===== config.mk =====
export PLATFORM = sky130hd
export DESIGN_NAME = sim_uart_line_arbiter_flat
export DESIGN_NICKNAME = d
export VERILOG_FILES = /design/src/rtl/sim_uart_line_arbiter_if.sv /design/src/rtl/sim_uart_line_arbiter.sv /design/src/flat_wrapper.sv
export SDC_FILE = /design/constraint.sdc
export NUM_CORES = 1
export LEC_CHECK = 0
export BUFFER_PORTS_ARGS = -buffer_cell sky130_fd_sc_hd__buf_4
export CORE_ASPECT_RATIO = 0.8
export CORE_MARGIN = 3
export CORE_UTILIZATION = 30
export CTS_BUF_LIST = sky130_fd_sc_hd__clkbuf_8
export DETAILED_ROUTE_END_ITERATION = 7
export PLACE_DENSITY = 0.45
export SLEW_MARGIN = 20
export SYNTH_ARGS = -nofsm -noshare
export SYNTH_HDL_FRONTEND = slang
export SYNTH_SLANG_ARGS = --single-unit

===== constraint.sdc =====
create_clock -name clk -period 2.68 [get_ports clk]
set_input_delay 0.268 -clock clk [delete_from_list [all_inputs] [get_ports clk]]
set_output_delay 0.268 -clock clk [all_outputs]
set_load 0.1 [all_outputs]

===== src/rtl/sim_uart_line_arbiter_if.sv =====
// rtl/sim_uart_line_arbiter_if.sv - byte source / UART sink bus bundle for sim_uart_line_arbiter
interface sim_uart_line_arbiter_if #(
  parameter int NCH = 3
);
  logic [NCH*8-1:0] in_data;
  logic [NCH-1:0]   in_valid;
  logic [NCH-1:0]   in_ready;
  logic [7:0]       out_data;
  logic             out_valid;
  logic             out_ready;
  logic [NCH-1:0]   grant;
  logic [NCH-1:0]   overflow;
  logic [NCH-1:0]   overflow_clr;

  // Drives the byte sources, serializer ready and overflow clears.
  modport master (
    output in_data, in_valid, out_ready, overflow_clr,
    input  in_ready, out_data, out_valid, grant, overflow
  );

  // Arbiter side.
  modport slave (
    input  in_data, in_valid, out_ready, overflow_clr,
    output in_ready, out_data, out_valid, grant, overflow
  );
endinterface


===== src/rtl/sim_uart_line_arbiter.sv =====
// rtl/sim_uart_line_arbiter.sv - line-atomic round-robin UART byte arbiter; optional SIM_UART_LINE_ARBITER_TAG_EN
module sim_uart_line_arbiter #(
  parameter int NCH        = 3,
  parameter int FIFO_DEPTH = 16,
  parameter int TIMEOUT    = 1024
) (
  input logic                  clk,
  input logic                  resetn,
  sim_uart_line_arbiter_if.slave bus
);
  localparam int AW = $clog2(FIFO_DEPTH);
  localparam int IW = (NCH > 1) ? $clog2(NCH) : 1;
  localparam int TW = $clog2(TIMEOUT);

`ifdef SIM_UART_LINE_ARBITER_TAG_EN
  typedef enum logic [1:0] {IDLE, SEND, TAG0, TAG1} state_t;
`else
  typedef enum logic [0:0] {IDLE, SEND} state_t;
`endif

  state_t          state;
  logic [IW-1:0]   gidx;
  logic [IW-1:0]   rr;
  logic [NCH-1:0]  grant_q;
  logic [TW-1:0]   tcnt;
  logic [NCH-1:0]  ovf_q;

  logic [7:0]      mem    [NCH][FIFO_DEPTH];
  logic [AW:0]     wr_ptr [NCH];
  logic [AW:0]     rd_ptr [NCH];

  logic [NCH-1:0]  empty;
  logic [NCH-1:0]  full;
  logic [NCH-1:0]  push;
  logic [NCH-1:0]  pop_ch;
  logic            g_empty;
  logic [7:0]      head;
  logic            pop;
  logic            is_term;
  logic            found;
  logic [IW-1:0]   sel;
  logic [IW-1:0]   cidx;
  logic [7:0]      out_data_c;
  logic            out_valid_c;

  // FIFO status, pop/push strobes and the round-robin search starting after rr.
  always_comb begin
    empty   = '0;
    full    = '0;
    push    = '0;
    pop_ch  = '0;
    found   = 1'b0;
    sel     = '0;
    cidx    = '0;
    for (int i = 0; i < NCH; i++) begin
      empty[i] = (wr_ptr[i] == rd_ptr[i]);
      full[i]  = (wr_ptr[i][AW] != rd_ptr[i][AW]) &&
                 (wr_ptr[i][AW-1:0] == rd_ptr[i][AW-1:0]);
      // Write acceptance ignores a same-cycle pop so in_ready stays a pure register decode.
      push[i]  = bus.in_valid[i] & ~full[i];
    end
    g_empty = empty[gidx];
    head    = mem[gidx][rd_ptr[gidx][AW-1:0]];
    pop     = (state == SEND) && !g_empty && bus.out_ready;
    is_term = (head == 8'h0A) || (head == 8'h0D);
    for (int i = 0; i < NCH; i++) begin
      pop_ch[i] = pop && (gidx == IW'(i));
    end
    for (int k = 1; k <= NCH; k++) begin
      cidx = IW'((int'(rr) + k) % NCH);
      if (!found && !empty[cidx]) begin
        found = 1'b1;
        sel   = cidx;
      end
    end
  end

  // Output byte mux: FIFO head while sending, prefix characters in the tag states.
  always_comb begin
    out_data_c  = 8'h00;
    out_valid_c = 1'b0;
    case (state)
      SEND: begin
        out_valid_c = !g_empty;
        out_data_c  = g_empty ? 8'h00 : head;
      end
`ifdef SIM_UART_LINE_ARBITER_TAG_EN
      TAG0: begin
        out_valid_c = 1'b1;
        out_data_c  = 8'h30 + 8'(gidx);
      end
      TAG1: begin
        out_valid_c = 1'b1;
        out_data_c  = 8'h3A;
      end
`endif
      default: begin
        out_valid_c = 1'b0;
        out_data_c  = 8'h00;
      end
    endcase
  end

  // FIFO storage; contents need no reset because the pointers define validity.
  always_ff @(posedge clk) begin
    for (int i = 0; i < NCH; i++) begin
      if (push[i]) begin
        mem[i][wr_ptr[i][AW-1:0]] <= bus.in_data[8*i +: 8];
      end
    end
  end

  // FIFO pointers; the extra MSB distinguishes full from empty.
  always_ff @(posedge clk or negedge resetn) begin
    if (!resetn) begin
      for (int i = 0; i < NCH; i++) begin
        wr_ptr[i] <= '0;
        rd_ptr[i] <= '0;
      end
    end else begin
      for (int i = 0; i < NCH; i++) begin
        if (push[i])   wr_ptr[i] <= wr_ptr[i] + 1'b1;
        if (pop_ch[i]) rd_ptr[i] <= rd_ptr[i] + 1'b1;
      end
    end
  end

  // Sticky overflow flags; a new drop wins over a same-cycle clear.
  always_ff @(posedge clk or negedge resetn) begin
    if (!resetn) begin
      ovf_q <= '0;
    end else begin
      ovf_q <= (ovf_q & ~bus.overflow_clr) | (bus.in_valid & full);
    end
  end

  // Grant FSM: pick in IDLE, hold the line in SEND, release on CR/LF or idle timeout.
  always_ff @(posedge clk or negedge resetn) begin
    if (!resetn) begin
      state   <= IDLE;
      gidx    <= '0;
      grant_q <= '0;
      rr      <= IW'(NCH - 1);
      tcnt    <= '0;
    end else begin
      case (state)
        IDLE: begin
          if (found) begin
            gidx    <= sel;
            grant_q <= NCH'(1) << sel;
            rr      <= sel;
            tcnt    <= '0;
`ifdef SIM_UART_LINE_ARBITER_TAG_EN
            state   <= TAG0;
`else
            state   <= SEND;
`endif
          end
        end
`ifdef SIM_UART_LINE_ARBITER_TAG_EN
        TAG0: begin
          if (bus.out_ready) state <= TAG1;
        end
        TAG1: begin
          if (bus.out_ready) begin
            state <= SEND;
            tcnt  <= '0;
          end
        end
`endif
        SEND: begin
          if (pop) begin
            tcnt <= '0;
            if (is_term) begin
              state   <= IDLE;
              grant_q <= '0;
            end
          end else if (g_empty) begin
            // Only an empty FIFO ages the line; backpressure never does.
            if (tcnt == TW'(TIMEOUT - 2)) begin
              state   <= IDLE;
              grant_q <= '0;
              tcnt    <= '0;
            end else begin
              tcnt <= tcnt + 1'b1;
            end
          end
        end
        default: state <= IDLE;
      endcase
    end
  end

  assign bus.in_ready  = ~full;
  assign bus.out_data  = out_data_c;
  assign bus.out_valid = out_valid_c;
  assign bus.grant     = grant_q;
  assign bus.overflow  = ovf_q;
endmodule


===== src/flat_wrapper.sv =====
// flat-port wrapper written by rule: the top's interface ports become plain ports
module sim_uart_line_arbiter_flat 
#(
  parameter int NCH        = 3,
  parameter int FIFO_DEPTH = 16,
  parameter int TIMEOUT    = 1024
)
  (clk, resetn, bus_in_data, bus_in_valid, bus_out_ready, bus_overflow_clr, bus_in_ready, bus_out_data, bus_out_valid, bus_grant, bus_overflow);
  sim_uart_line_arbiter_if #(.NCH(NCH)) bus_i ();
  input logic clk;
  input logic resetn;
  input wire logic [$bits(bus_i.in_data)-1:0] bus_in_data;
  input wire logic [$bits(bus_i.in_valid)-1:0] bus_in_valid;
  input wire logic [$bits(bus_i.out_ready)-1:0] bus_out_ready;
  input wire logic [$bits(bus_i.overflow_clr)-1:0] bus_overflow_clr;
  output wire logic [$bits(bus_i.in_ready)-1:0] bus_in_ready;
  output wire logic [$bits(bus_i.out_data)-1:0] bus_out_data;
  output wire logic [$bits(bus_i.out_valid)-1:0] bus_out_valid;
  output wire logic [$bits(bus_i.grant)-1:0] bus_grant;
  output wire logic [$bits(bus_i.overflow)-1:0] bus_overflow;
  assign bus_i.in_data = bus_in_data;
  assign bus_i.in_valid = bus_in_valid;
  assign bus_i.out_ready = bus_out_ready;
  assign bus_i.overflow_clr = bus_overflow_clr;
  assign bus_in_ready = bus_i.in_ready;
  assign bus_out_data = bus_i.out_data;
  assign bus_out_valid = bus_i.out_valid;
  assign bus_grant = bus_i.grant;
  assign bus_overflow = bus_i.overflow;
  sim_uart_line_arbiter #(.NCH(NCH), .FIFO_DEPTH(FIFO_DEPTH), .TIMEOUT(TIMEOUT)) u_core (.clk(clk), .resetn(resetn), .bus(bus_i));
endmodule

==> run summary <==
Status - finished with violations
Violations in the final reports - negative setup slack
Clk root buf - clkbuf_8
Top-count cell post-synth - edfxtp_1
Core Region - 61,400 um^2
Hold Vio Cnt, Final - 0
Row cnt - 81
Largest area contributor in the netlist - edfxtp_1
Yosys cell types - 85
Chip height - 229 um
Crit-path max FO - 6
Flops & latches, synth - 434
CTS buffer count - 72
Fraction of layout cells with a size suffix above 1 - 38.0%
Yosys warns - 0
CP arrival - 3.34 ns
Vias in the first global route - 12,879
VDD IR max - 0.00325 V
Leakage power - 0.00926 uW
Tcrit/Tclk final - 134%
Residual DRC - 0
Port Buffers - 50
Total GRT Usage - 19.9%
Ys flop type - edfxtp_1
Core Util, Final - 41.3%
Number of synthesized flops with an enable pin - 384
Required time of the critical path - 2.41 ns
Drt wl/cell - 25.5 um
Starting Density - 30.4%
Final setup violation count - 22
Layout Area Growth over Synthesis - 35.8%
Antenna violations before repair - 2
Pwr dens - 1410 nW/um^2
Mapped Area - 18,700 um^2
Design area - 25,400 um^2
Fmax - 278 MHz
Area contributors post-synth - edfxtp_1 (62%), dfrtp_1 (6.6%), mux2i_1 (6.5%)
Max_cap viols - 0
Max-slew violations - 0
First-pass GRT wire length - 92,400 um
Post-DP HPWL - 45,800 um
Drt via density - 4.97
Final Skew - 0.0278 ns
Buf/Inv on CP - 6
Worst skew pair latency - 0.67 ns
Critical path's top delay family - buffers and inverters
Syn Inst Count - 1,292
I/O pin count - 51
Fillers - 5,711
Number of clock sinks - 434
Crit Path Category - flip-flop to output pin
Ys async rst share - 11.5%
Layout net count - 1,727
Crit. End Element - output pin
TritonCTS clock tree - yes
Rel. slew slack - 48.1%
Worst hold path class - input port to flip-flop
Fin Setup TNS - -10.49 ns
RSZ-0062 raised after global routing - true
Largest net degree at the start of global routing - 64
Post-route ant nets - 0
Total grt overflow - 0
Post-route minimum period - 3.60 ns
Maximum root-to-sink buffer count - 3
Crit-path max cell delay - 0.51 ns
Syn_nets - 1,344
PnR worst setup slack - -0.924 ns
CP cell instances - mux2i_4 > buf_12 > a2bb2oi_4 > buf_12 > buf_16 > o211ai_1 > a21oi_2 > a2111oi_4 > a311oi_2 > buf_4 > buf_4 > nor2_4 > buf_12
Dpl ws - -0.675 ns
Type of origin of the critical path - flip-flop
Seq/Total Area, Yosys - 68.4%
DP Area - 22,000 um^2
Routability Congestion - 0.921
Most frequent cells after synthesis - edfxtp_1 (384), mux2i_1 (121), nor2_1 (89)
CP dominant cell by count - buf_12
Synth top area share - 61.7%
DIE WIDTH - 285 um
Mean post-synth cell area - 14.5 um^2
Initial DRC count - 1,160
Die ar. - 65,400 um^2
Final cell count without fillers - 2,564
Clock transition at path regs - 0.06 ns
Actual slew at the worst max-slew pin - 0.774 ns
Vias - 12,753
H-tree depth - 3
DR pass1 iterations - 5
Placed insts - 2,344
WL final - 65,500 um
CP max stage cell - dfrtp_4
==> sequential cells by signal, summed over array words and instances, names as in the netlist <==
| name | flops |
|---|---|
| u_core.rd_ptr | 15 |
| u_core.rr | 2 |
| u_core.gidx | 1 |
| u_core.mem | 384 |
| u_core.wr_ptr | 15 |
| u_core.tcnt | 10 |
| u_core.state | 1 |
| u_core.bus.overflow | 3 |
| u_core.bus.grant | 3 |
==> worst min-delay path: stages <==
cell and delay, ns:
buf_4 0.14, nand2_8 0.09, nor2_4 0.05, nand2_1 0.07, xnor2_1 0.06
==> repair_timing <==
item,4_1_cts,5_1_grt
hold endpoints to repair,432,0
gates cloned,4,0
endpoints found under the setup margin,121,115
hold buffers,31,0
gates resized for setup,213,77
pin swaps,56,35
setup buffers,42,15
==> metrics by stage <==
step | power, uW | hold slack [ns]
floorplan | 18500 | -0.0276
global placement | 25600 | 0.375
global route | 37400 | 0.0542
detailed placement | 25700 | 0.376
finish | 35900 | 0.0754
CTS | 35100 | 0.0131
==> where the power goes <==
group,internal [uW],switching (uW)
registers,8290,498
logic,9400,12200
clock network,2730,2800
total,20400,15500
==> kinds of logic (layout without fill, tap and decap cells) <==
| kind of cell | count (synthesis) | in the layout | synth area share (%) |
|---|---|---|---|
| DFF | 434 | 434 | 68.4 |
| adders and majority gates | 19 | 19 | 1.27 |
| and+or+nand+nor | 286 | 286 | 7.11 |
| buffers and inverters | 99 | 540 | 2.73 |
| AOI/OAI and AO/OA | 254 | 254 | 9.48 |
| muxes | 161 | 161 | 9.20 |
| xor gates and xnor gates | 39 | 39 | 1.83 |
| other | 0 | 1 | 0 |
==> worst paths after layout <==
| kind | startpoint | end | slack (ns) | depth (start not counted) |
|---|---|---|---|---|
| worst max-delay path | u_core.gidx[1] | bus_out_data[4] | -0.92 | 13 |
| worst min-delay path | bus_out_ready | u_core.rd_ptr[12] | 0.08 | 5 |
| worst max register to register | u_core.gidx[1] | u_core.state | -0.65 | 16 |
| worst min register to register | u_core.rd_ptr[14] | u_core.rd_ptr[14] | 0.49 | 1 |
| max in group asynchronous | resetn | u_core.gidx[1] | 1.94 | 2 |
| min in group asynchronous | resetn | u_core.tcnt[3] | 0.21 | 2 |
==> per-layer routing <==
layer	part of all wire (%)	GRT usage, %	wire [um]
met2	45	30.2	29300
met1	47	28.6	30800
met5	0	0	0
met3	6.3	4.54	4100
met4	2.0	5.23	1300
==> cell type report <==
type / count / area [um^2] / area share [%]
Timing Repair inverter: 1 / 5.00 / 0.0197
Sequential cell: 434 / 12800 / 50.4
Antenna cell: 1 / 2.50 / 0.00985
Tap cell: 830 / 1040 / 4.09
Timing Repair Buffer: 383 / 3720 / 14.6
Clock inverter: 57 / 290 / 1.14
Clock buffer: 75 / 1030 / 4.06
Multi-Input combinational cell: 759 / 6410 / 25.2
Inverter: 24 / 100 / 0.394
==> layout by cell type (no fill, tap or decap), types with 42 or more instances in the layout <==
| cell type | synthesis | final |
|---|---|---|
| a21oi_1 | 63 | 51 |
| buf_12 | 0 | 43 |
| buf_4 | 8 | 261 |
| buf_6 | 9 | 42 |
| clkbuf_8 | 0 | 75 |
| dfrtp_1 | 49 | 43 |
| edfxtp_1 | 384 | 384 |
| mux2i_1 | 121 | 114 |
| nand2_1 | 87 | 78 |
| nor2_1 | 89 | 58 |
(Power assumes the default switching activity.)
